**src/rtl/router_fsm_if.sv**
```systemverilog
// Handshake and status bundle between the router source/FIFO side and the
// packet-routing FSM. state_dbg exposes the FSM's current state for observation.
interface router_fsm_if;
  logic       pkt_valid;
  logic [1:0] data_in;
  logic       fifo_full;
  logic       fifo_empty_0;
  logic       fifo_empty_1;
  logic       fifo_empty_2;
  logic       soft_reset_0;
  logic       soft_reset_1;
  logic       soft_reset_2;
  logic       parity_done;
  logic       low_pkt_valid;
  logic       detect_add;
  logic       lfd_state;
  logic       ld_state;
  logic       laf_state;
  logic       full_state;
  logic       write_enb_reg;
  logic       rst_int_reg;
  logic       busy;
  logic [1:0] addr_out;
  logic [2:0] state_dbg;

  // Valid/ready semantics: the source presents a byte while pkt_valid is high
  // and must hold it unchanged for every cycle busy is high; a byte is taken
  // on each rising edge where pkt_valid=1 and busy=0.
  modport master (
    output pkt_valid, data_in, fifo_full, fifo_empty_0, fifo_empty_1,
           fifo_empty_2, soft_reset_0, soft_reset_1, soft_reset_2,
           parity_done, low_pkt_valid,
    input  detect_add, lfd_state, ld_state, laf_state, full_state,
           write_enb_reg, rst_int_reg, busy, addr_out, state_dbg
  );

  modport slave (
    input  pkt_valid, data_in, fifo_full, fifo_empty_0, fifo_empty_1,
           fifo_empty_2, soft_reset_0, soft_reset_1, soft_reset_2,
           parity_done, low_pkt_valid,
    output detect_add, lfd_state, ld_state, laf_state, full_state,
           write_enb_reg, rst_int_reg, busy, addr_out, state_dbg
  );
endinterface

```
**src/rtl/router_fsm.sv**
```systemverilog
// Packet-routing control FSM: decodes the header address, sequences payload
// and parity loads into the selected output FIFO, and stalls on FIFO full.
module router_fsm (
  input  logic         clock,
  input  logic         resetn,
  router_fsm_if.slave  bus
);

  typedef enum logic [2:0] {
    DECODE_ADDRESS     = 3'd0,
    LOAD_FIRST_DATA    = 3'd1,
    LOAD_DATA          = 3'd2,
    FIFO_FULL_STATE    = 3'd3,
    LOAD_AFTER_FULL    = 3'd4,
    LOAD_PARITY        = 3'd5,
    CHECK_PARITY_ERROR = 3'd6,
    WAIT_TILL_EMPTY    = 3'd7
  } state_t;

  state_t     state;
  state_t     next_state;
  logic       empty_din;
  logic       empty_addr;
  logic       soft_sel;
  logic       hdr_ok;

  assign hdr_ok = bus.pkt_valid && (bus.data_in != 2'b11);

  always_comb begin
    empty_din  = 1'b0;
    empty_addr = 1'b0;
    soft_sel   = 1'b0;
    case (bus.data_in)
      2'b00:   empty_din = bus.fifo_empty_0;
      2'b01:   empty_din = bus.fifo_empty_1;
      2'b10:   empty_din = bus.fifo_empty_2;
      default: empty_din = 1'b0;
    endcase
    case (bus.addr_out)
      2'b00: begin empty_addr = bus.fifo_empty_0; soft_sel = bus.soft_reset_0; end
      2'b01: begin empty_addr = bus.fifo_empty_1; soft_sel = bus.soft_reset_1; end
      2'b10: begin empty_addr = bus.fifo_empty_2; soft_sel = bus.soft_reset_2; end
      default: begin empty_addr = 1'b0; soft_sel = 1'b0; end
    endcase
  end

  always_ff @(posedge clock) begin
    if (!resetn) begin
      state        <= DECODE_ADDRESS;
      bus.addr_out <= 2'b00;
    end else begin
      state <= next_state;
      if (state == DECODE_ADDRESS && hdr_ok)
        bus.addr_out <= bus.data_in;
    end
  end

  always_comb begin
    next_state = state;
    // Soft reset of the port owning the current packet aborts it from anywhere.
    if (state != DECODE_ADDRESS && soft_sel) begin
      next_state = DECODE_ADDRESS;
    end else begin
      case (state)
        DECODE_ADDRESS:
          if (hdr_ok) next_state = empty_din ? LOAD_FIRST_DATA : WAIT_TILL_EMPTY;
        WAIT_TILL_EMPTY:
          if (empty_addr) next_state = LOAD_FIRST_DATA;
        LOAD_FIRST_DATA:
          next_state = LOAD_DATA;
        LOAD_DATA:
          if (bus.fifo_full)       next_state = FIFO_FULL_STATE;
          else if (!bus.pkt_valid) next_state = LOAD_PARITY;
        FIFO_FULL_STATE:
          if (!bus.fifo_full) next_state = LOAD_AFTER_FULL;
        LOAD_AFTER_FULL:
          if (bus.parity_done)        next_state = DECODE_ADDRESS;
          else if (bus.low_pkt_valid) next_state = LOAD_PARITY;
          else                        next_state = LOAD_DATA;
        LOAD_PARITY:
          next_state = CHECK_PARITY_ERROR;
        CHECK_PARITY_ERROR:
          next_state = bus.fifo_full ? FIFO_FULL_STATE : DECODE_ADDRESS;
        default:
          next_state = DECODE_ADDRESS;
      endcase
    end
  end

  always_comb begin
    bus.detect_add    = (state == DECODE_ADDRESS);
    bus.lfd_state     = (state == LOAD_FIRST_DATA);
    bus.ld_state      = (state == LOAD_DATA);
    bus.full_state    = (state == FIFO_FULL_STATE);
    bus.laf_state     = (state == LOAD_AFTER_FULL);
    bus.rst_int_reg   = (state == CHECK_PARITY_ERROR);
    bus.write_enb_reg = (state == LOAD_DATA) || (state == LOAD_PARITY) ||
                        (state == LOAD_AFTER_FULL);
    bus.busy          = !((state == DECODE_ADDRESS) || (state == LOAD_DATA));
    bus.state_dbg     = state;
  end

endmodule

```
**src/flat_wrapper.sv**
```systemverilog
// flat-port wrapper written by rule: the top's interface ports become plain ports
module router_fsm_flat 
  (clock, resetn, bus_pkt_valid, bus_data_in, bus_fifo_full, bus_fifo_empty_0, bus_fifo_empty_1, bus_fifo_empty_2, bus_soft_reset_0, bus_soft_reset_1, bus_soft_reset_2, bus_parity_done, bus_low_pkt_valid, bus_detect_add, bus_lfd_state, bus_ld_state, bus_laf_state, bus_full_state, bus_write_enb_reg, bus_rst_int_reg, bus_busy, bus_addr_out, bus_state_dbg);
  router_fsm_if bus_i ();
  input  logic clock;
  input  logic resetn;
  input wire logic [$bits(bus_i.pkt_valid)-1:0] bus_pkt_valid;
  input wire logic [$bits(bus_i.data_in)-1:0] bus_data_in;
  input wire logic [$bits(bus_i.fifo_full)-1:0] bus_fifo_full;
  input wire logic [$bits(bus_i.fifo_empty_0)-1:0] bus_fifo_empty_0;
  input wire logic [$bits(bus_i.fifo_empty_1)-1:0] bus_fifo_empty_1;
  input wire logic [$bits(bus_i.fifo_empty_2)-1:0] bus_fifo_empty_2;
  input wire logic [$bits(bus_i.soft_reset_0)-1:0] bus_soft_reset_0;
  input wire logic [$bits(bus_i.soft_reset_1)-1:0] bus_soft_reset_1;
  input wire logic [$bits(bus_i.soft_reset_2)-1:0] bus_soft_reset_2;
  input wire logic [$bits(bus_i.parity_done)-1:0] bus_parity_done;
  input wire logic [$bits(bus_i.low_pkt_valid)-1:0] bus_low_pkt_valid;
  output wire logic [$bits(bus_i.detect_add)-1:0] bus_detect_add;
  output wire logic [$bits(bus_i.lfd_state)-1:0] bus_lfd_state;
  output wire logic [$bits(bus_i.ld_state)-1:0] bus_ld_state;
  output wire logic [$bits(bus_i.laf_state)-1:0] bus_laf_state;
  output wire logic [$bits(bus_i.full_state)-1:0] bus_full_state;
  output wire logic [$bits(bus_i.write_enb_reg)-1:0] bus_write_enb_reg;
  output wire logic [$bits(bus_i.rst_int_reg)-1:0] bus_rst_int_reg;
  output wire logic [$bits(bus_i.busy)-1:0] bus_busy;
  output wire logic [$bits(bus_i.addr_out)-1:0] bus_addr_out;
  output wire logic [$bits(bus_i.state_dbg)-1:0] bus_state_dbg;
  assign bus_i.pkt_valid = bus_pkt_valid;
  assign bus_i.data_in = bus_data_in;
  assign bus_i.fifo_full = bus_fifo_full;
  assign bus_i.fifo_empty_0 = bus_fifo_empty_0;
  assign bus_i.fifo_empty_1 = bus_fifo_empty_1;
  assign bus_i.fifo_empty_2 = bus_fifo_empty_2;
  assign bus_i.soft_reset_0 = bus_soft_reset_0;
  assign bus_i.soft_reset_1 = bus_soft_reset_1;
  assign bus_i.soft_reset_2 = bus_soft_reset_2;
  assign bus_i.parity_done = bus_parity_done;
  assign bus_i.low_pkt_valid = bus_low_pkt_valid;
  assign bus_detect_add = bus_i.detect_add;
  assign bus_lfd_state = bus_i.lfd_state;
  assign bus_ld_state = bus_i.ld_state;
  assign bus_laf_state = bus_i.laf_state;
  assign bus_full_state = bus_i.full_state;
  assign bus_write_enb_reg = bus_i.write_enb_reg;
  assign bus_rst_int_reg = bus_i.rst_int_reg;
  assign bus_busy = bus_i.busy;
  assign bus_addr_out = bus_i.addr_out;
  assign bus_state_dbg = bus_i.state_dbg;
  router_fsm u_core (.clock(clock), .resetn(resetn), .bus(bus_i));
endmodule
```
**config.mk**
```make
export PLATFORM = sky130hd
export DESIGN_NAME = router_fsm_flat
export DESIGN_NICKNAME = d
export VERILOG_FILES = /design/src/rtl/router_fsm_if.sv /design/src/rtl/router_fsm.sv /design/src/flat_wrapper.sv
export SDC_FILE = /design/constraint.sdc
export NUM_CORES = 1
export LEC_CHECK = 0
export ABC_CLOCK_PERIOD_IN_PS = 2400
export BUFFER_PORTS_ARGS = -buffer_cell sky130_fd_sc_hd__buf_2
export CELL_PAD_IN_SITES_DETAIL_PLACEMENT = 0
export CELL_PAD_IN_SITES_GLOBAL_PLACEMENT = 1
export CORE_MARGIN = 2
export CORE_UTILIZATION = 30
export CTS_BUF_LIST = sky130_fd_sc_hd__clkbuf_16
export CTS_CLUSTER_DIAMETER = 80
export DETAILED_ROUTE_END_ITERATION = 8
export PLACE_DENSITY = 0.83
export SLEW_MARGIN = 20
export SYNTH_ARGS = -nofsm -noshare
export SYNTH_HDL_FRONTEND = slang
export SYNTH_SLANG_ARGS = --single-unit
```
**constraint.sdc**
```tcl
create_clock -name clock -period 2.4 [get_ports clock]
set_clock_uncertainty 0.15 [all_clocks]
set_input_delay 0.48 -clock clock [delete_from_list [all_inputs] [get_ports clock]]
set_output_delay 0.48 -clock clock [all_outputs]
set_load 0.05 [all_outputs]
```
## Yosys cells after proc, flatten, opt, wreduce, memory -nomap -nowiden

Cells that the tools add are included.
Widths: inputs -> output; s select.

| storage, ports and cells | value |
|---|---|
| register bits after elaboration | 5 |
| bits of input ports | 14 |
| word-level logic and storage cells | 45 |

| operators by class | value |
|---|---|
| equal/unequal tests | 16 |
| mux-type cells | 13 |
| bitwise gates (word level) | 1 |
| reductions and logical operators | 13 |

Operator list:

| operator | number |
|---|---|
| $mux 3 | 8 |
| $pmux 3 s8 | 1 |
| $eq 3x3->1 const B | 4 |
| $pmux 1 s3 | 3 |
| $eq 3x2->1 const B | 2 |
| $eq 2x1->1 const B | 2 |
| $eq 2x2->1 const B | 2 |
| $logic_not 2->1 | 2 |
| $ne 2x1->1 const B | 2 |
| $ne 2x2->1 const B | 2 |
| $reduce_and 4->1 | 1 |
| $eq 3x1->1 const B | 1 |
| $logic_and 1x1->1 | 3 |
| $logic_not 3->1 | 1 |
| $logic_or 1x1->1 | 3 |
| $ne 3x3->1 const B | 1 |
| $reduce_bool 3->1 | 1 |
| $mux 2 | 1 |
| $reduce_or 2->1 | 1 |
| $logic_not 1->1 | 1 |
| $not 1->1 | 1 |

## Longest topological paths before layout

| logic depth | value |
|---|---|
| depth after elaboration | 5 |
| gate-level depth with buffers | 6 |

## Worst setup path after synthesis

Ideal clock, no wire load.

| path | value |
|---|---|
| path kind | flip-flop to output port |
| start | register u_core.state[1] (netlist: u_core.bus.state_dbg[1]) |
| end | output port bus_write_enb_reg |
| arrival | 2.031 ns |
| data required time | 1.770 ns |
| path slack | -0.261 ns |
| stages on the path, launching flop included | 4 |
| cell sequence | dfxtp_1 buf_6 nand2b_1 o21ai_0 |

| on the way | value |
|---|---|
| cells in the longest elaborated chain, start to end | 3 |
| elaborated cells between the ends (all ways) | 5 |
| classes of those cells | eq/ne: 3; reduce/logical: 2 |

Ends and longest elaborated chain:

| item | RTL line | RTL |
|---|---|---|
| start: declaration | router_fsm.sv:20 | `state_t state;` |
| start signal: assignment | router_fsm.sv:52 | `state <= next_state;` |
| $eq 3x2->1 / $eq 3x3->1 (equally long branches) | router_fsm.sv:97 | `bus.write_enb_reg = (state == LOAD_DATA) \|\| (state == LOAD_PARITY) \|\|` |
| $logic_or 1x1->1 | router_fsm.sv:97 |  |
| $logic_or 1x1->1 * | router_fsm.sv:97 |  |
| end: declaration | flat_wrapper.sv:23 | `output wire logic [$bits(bus_i.write_enb_reg)-1:0] bus_write_enb_reg;` |

Every way passes the cells marked *; elsewhere a longest branch is shown, timed or not.

## Worst setup path in the final report

| path | value |
|---|---|
| start | register u_core.state[1] (netlist: u_core.bus.state_dbg[1]) |
| end | output port bus_ld_state |

| on the way | value |
|---|---|
| cells in the longest elaborated chain, start to end | 1 |

Ends and longest elaborated chain:

| item | RTL line | RTL |
|---|---|---|
| $eq 3x2->1 | router_fsm.sv:93 | `bus.ld_state = (state == LOAD_DATA);` |
| end: declaration | flat_wrapper.sv:20 | `output wire logic [$bits(bus_i.ld_state)-1:0] bus_ld_state;` |

Every way passes these cells.

==> results.py <==
metrics = {
    "placement": {
        "gp_congestion": 0.756,
        "hpwl_um": 986,
        "io_buffers": 26,
        "numPlacedInstances": 99,
    },
    "setup_path": {
        "max_stage_delay_ns": 0.52,
        "r2r_start": "u_core.bus.state_dbg[0]",
        "arrival_ns": 1.50,
        "path_cells": "nand2b_1, nor2_1, buf_2",
        "slowest_stage": "dfxtp_1",
        "end_kind": "output port",
        "r2r_cells": 4,
        "crit_fanout": 11,
        "reg2reg_setup_slack_ns": 0.61,
        "crit_required_ns": 1.77,
        "reg2reg_to": "u_core.bus.state_dbg[1]",
        "path_class": "reg2out",
        "critPathLaunchType": "flip-flop",
    },
    "cts": {
        "cts_tree": "done",
        "clkTransAtPathRegs_ns": 0.03,
        "clk_root_buffer_cell": "clkbuf_16",
        "postCtsHoldBufs": 0,
        "cts_resized": 0,
        "clockBufferDepth": 2,
        "insertion_delay_ns": 0.22,
        "numCtsBuffers": 3,
        "cts_setup_buffers": 0,
        "clock_sinks": 5,
        "htree_levels": 1,
    },
    "power": {
        "pwr-share-seq": 0.155,
        "ir_worst_vdd_v": 0.000754,
        "clock_power_share": 0.220,
        "p_sw_uw": 655,
        "p_int_uw": 554,
        "pwr_density_cell_nw_per_um2": 1770,
        "pwr-share-comb": 0.625,
        "netSwitchingFraction": 0.542,
        "p_leak_nw": 0.352,
    },
    "drt": {
        "antenna_left": 0,
        "dr.pass1.iters": 2,
        "route.detailed.drc": 0,
        "routed_wl_mm": 1.24,
        "vias": 527,
        "wl_per_cell_um": 12.0,
        "drtIter0Drc": 4,
        "avgViaCountPerCell": 5.12,
    },
    "timing": {
        "setup-violations-final": 0,
        "hold_viol_final": 0,
        "hold-worst-slack_ns": 0.382,
        "slew_headroom": 0.737,
        "drv_slew": 0,
        "fmax_ghz": 0.470,
        "grt_setup_unrepaired": "no",
        "fin_crit_sh": 0.886,
        "fin_crit_ns": 2.13,
        "worst_slew_pin_slew_ns": 0.394,
        "finalSetupTns_ns": 0,
    },
    "synthesis": {
        "yosys_warnings": 0,
        "ys_top_cells_by_count": "nand2_1, nor2_1, dfxtp_1",
        "postSynthAreaPerCell_um2": 8.02,
        "syn-cell-area_um2": 473,
        "yosysUniqueCellTypes": 29,
        "synth_top_family_by_area": "compound AO/OA/AOI/OAI gates",
        "synth_area_leaders": "dfxtp_1, mux2i_1, nand2_1",
        "async_reset_ff_frac": 0,
        "synth_seq_cells": 5,
        "yosysTopAreaCell": "dfxtp_1",
        "yosys.area_share.simple": 0.278,
        "synth_edf_count": 0,
        "synth_fa_ha_area_frac": 0,
        "synth-compound-area-share": 0.365,
        "yosys.area.top_type_share": 0.212,
        "synth_nets": 73,
        "muxShareOfSynthArea": 0.0635,
        "seq_area_frac_synth": 0.212,
        "synth_top_flop_cell": "dfxtp_1",
        "syn_inst": 59,
        "synth-xor-area-share": 0,
    },
    "status": {
        "status": "finished clean",
    },
    "global_route": {
        "antenna_found_initial": 0,
        "track_usage": 0.150,
        "grt_pass1_vias": 491,
        "overflow": 0,
        "grt_max_degree": 15,
        "grt_first_pass_wirelength_mm": 2.13,
    },
    "min_path": {
        "min_from": "resetn",
        "worstHoldEndpoint": "u_core.bus.addr_out[0]",
        "worstHoldPathType": "in2reg",
        "hold_depth": 2,
    },
    "finish": {
        "drive_above_1_share": 0.494,
        "diodes": 0,
        "syn_to_final_growth_pct": 44.7,
        "layout.cells.non_filler": 103,
        "nets": 102,
    },
    "job": {
        "maxCapViolations": 0,
    },
    "die": {
        "die_area_um2": 1910,
        "rows": 14,
        "start_util": 0.318,
        "core_um2": 1490,
        "die_w_um": 43.7,
        "io_pins": 27,
        "die_height_um": 43.7,
    },
}
-- power groups by stage --
stage	registers, mW	logic (mW)	clock network, mW
after floorplan	0.251	0.572	0
after global placement	0.190	0.755	0
after detailed placement	0.189	0.759	0
after CTS	0.189	0.763	0.271
after global routing	0.200	0.807	0.283
final	0.187	0.757	0.266
-- worst max-delay path by stage --
stage / from / end / slack (ns) / depth (start not counted)
floorplan: u_core.bus.state_dbg[1] / bus_ld_state / 0.09 / 3
finish: u_core.bus.state_dbg[1] / bus_ld_state / 0.27 / 3
detailed placement: u_core.bus.state_dbg[1] / bus_ld_state / 0.51 / 3
global route: u_core.bus.state_dbg[1] / bus_ld_state / 0.15 / 3
CTS: u_core.bus.state_dbg[1] / bus_ld_state / 0.26 / 3
global placement: u_core.bus.state_dbg[1] / bus_ld_state / 0.54 / 3
-- cells by family after synthesis --
| kind of cell | count (synthesis) |
|---|---|
| AOI/OAI and AO/OA | 20 |
| buffers and inverters | 6 |
| DFF | 5 |
| muxes | 3 |
| and+or+nand+nor | 25 |
-- per-stage QoR --
stage	instance area (um2)	worst slack (ns)	total power, mW	utilization
6_report	684	0.273	1.21	0.460
5_1_grt	684	0.150	1.29	0.460
4_1_cts	684	0.262	1.22	0.460
3_5_place_dp	606	0.511	0.948	0.407
3_3_place_gp	606	0.537	0.945	0.407
2_1_floorplan	478	0.0930	0.823	-
-- state kept, by name, summed over array words and instances, names as in the netlist --
register,count
u_core.bus.addr_out,2
u_core.bus.state_dbg,3
-- layout by cell type (no fill, tap or decap), drive strengths merged --
master    n
nand3b    1
or3b      1
o221a     3
a21oi     4
nand2     7
a2bb2oi   1
nor2b     1
clkbuf    3
o211a     1
a21bo     1
inv       4
a211oi    1
buf      26
a31oi     2
a2111oi   1
dfxtp     5
and3      3
o21ai     4
mux2i     3
a221o     1
or3       1
a221oi    1
clkinv    1
nand2b    2
nor2      7
nor3      1
or2       1
-- critical path, delay by kind of cell (launching register included) --
family / cells / cell delay (ns)
buf+inv: 1 / 0.31
flops: 1 / 0.52
simple gates: 2 / 0.44
-- routing by layer --
layer	wire (um)	track usage	vias up
li1	-	-	277
met1	561	0.185	225
met2	565	0.247	25
met4	0	0.0364	0
met3	110	0.0542	0
met5	0	0	-
-- layout make-up --
| class | instances | area [um2] |
|---|---|---|
| clock inverters | 1 | 3.75 |
| fillers | 149 | 805 |
| inverters | 4 | 16.3 |
| repair buffers | 26 | 130 |
| flip-flops and latches | 5 | 100 |
| multi-input cells | 48 | 339 |
| well taps | 16 | 20.0 |
| clock buffers | 3 | 75.1 |
No activity file was read; power rests on OpenSTA's default activity.
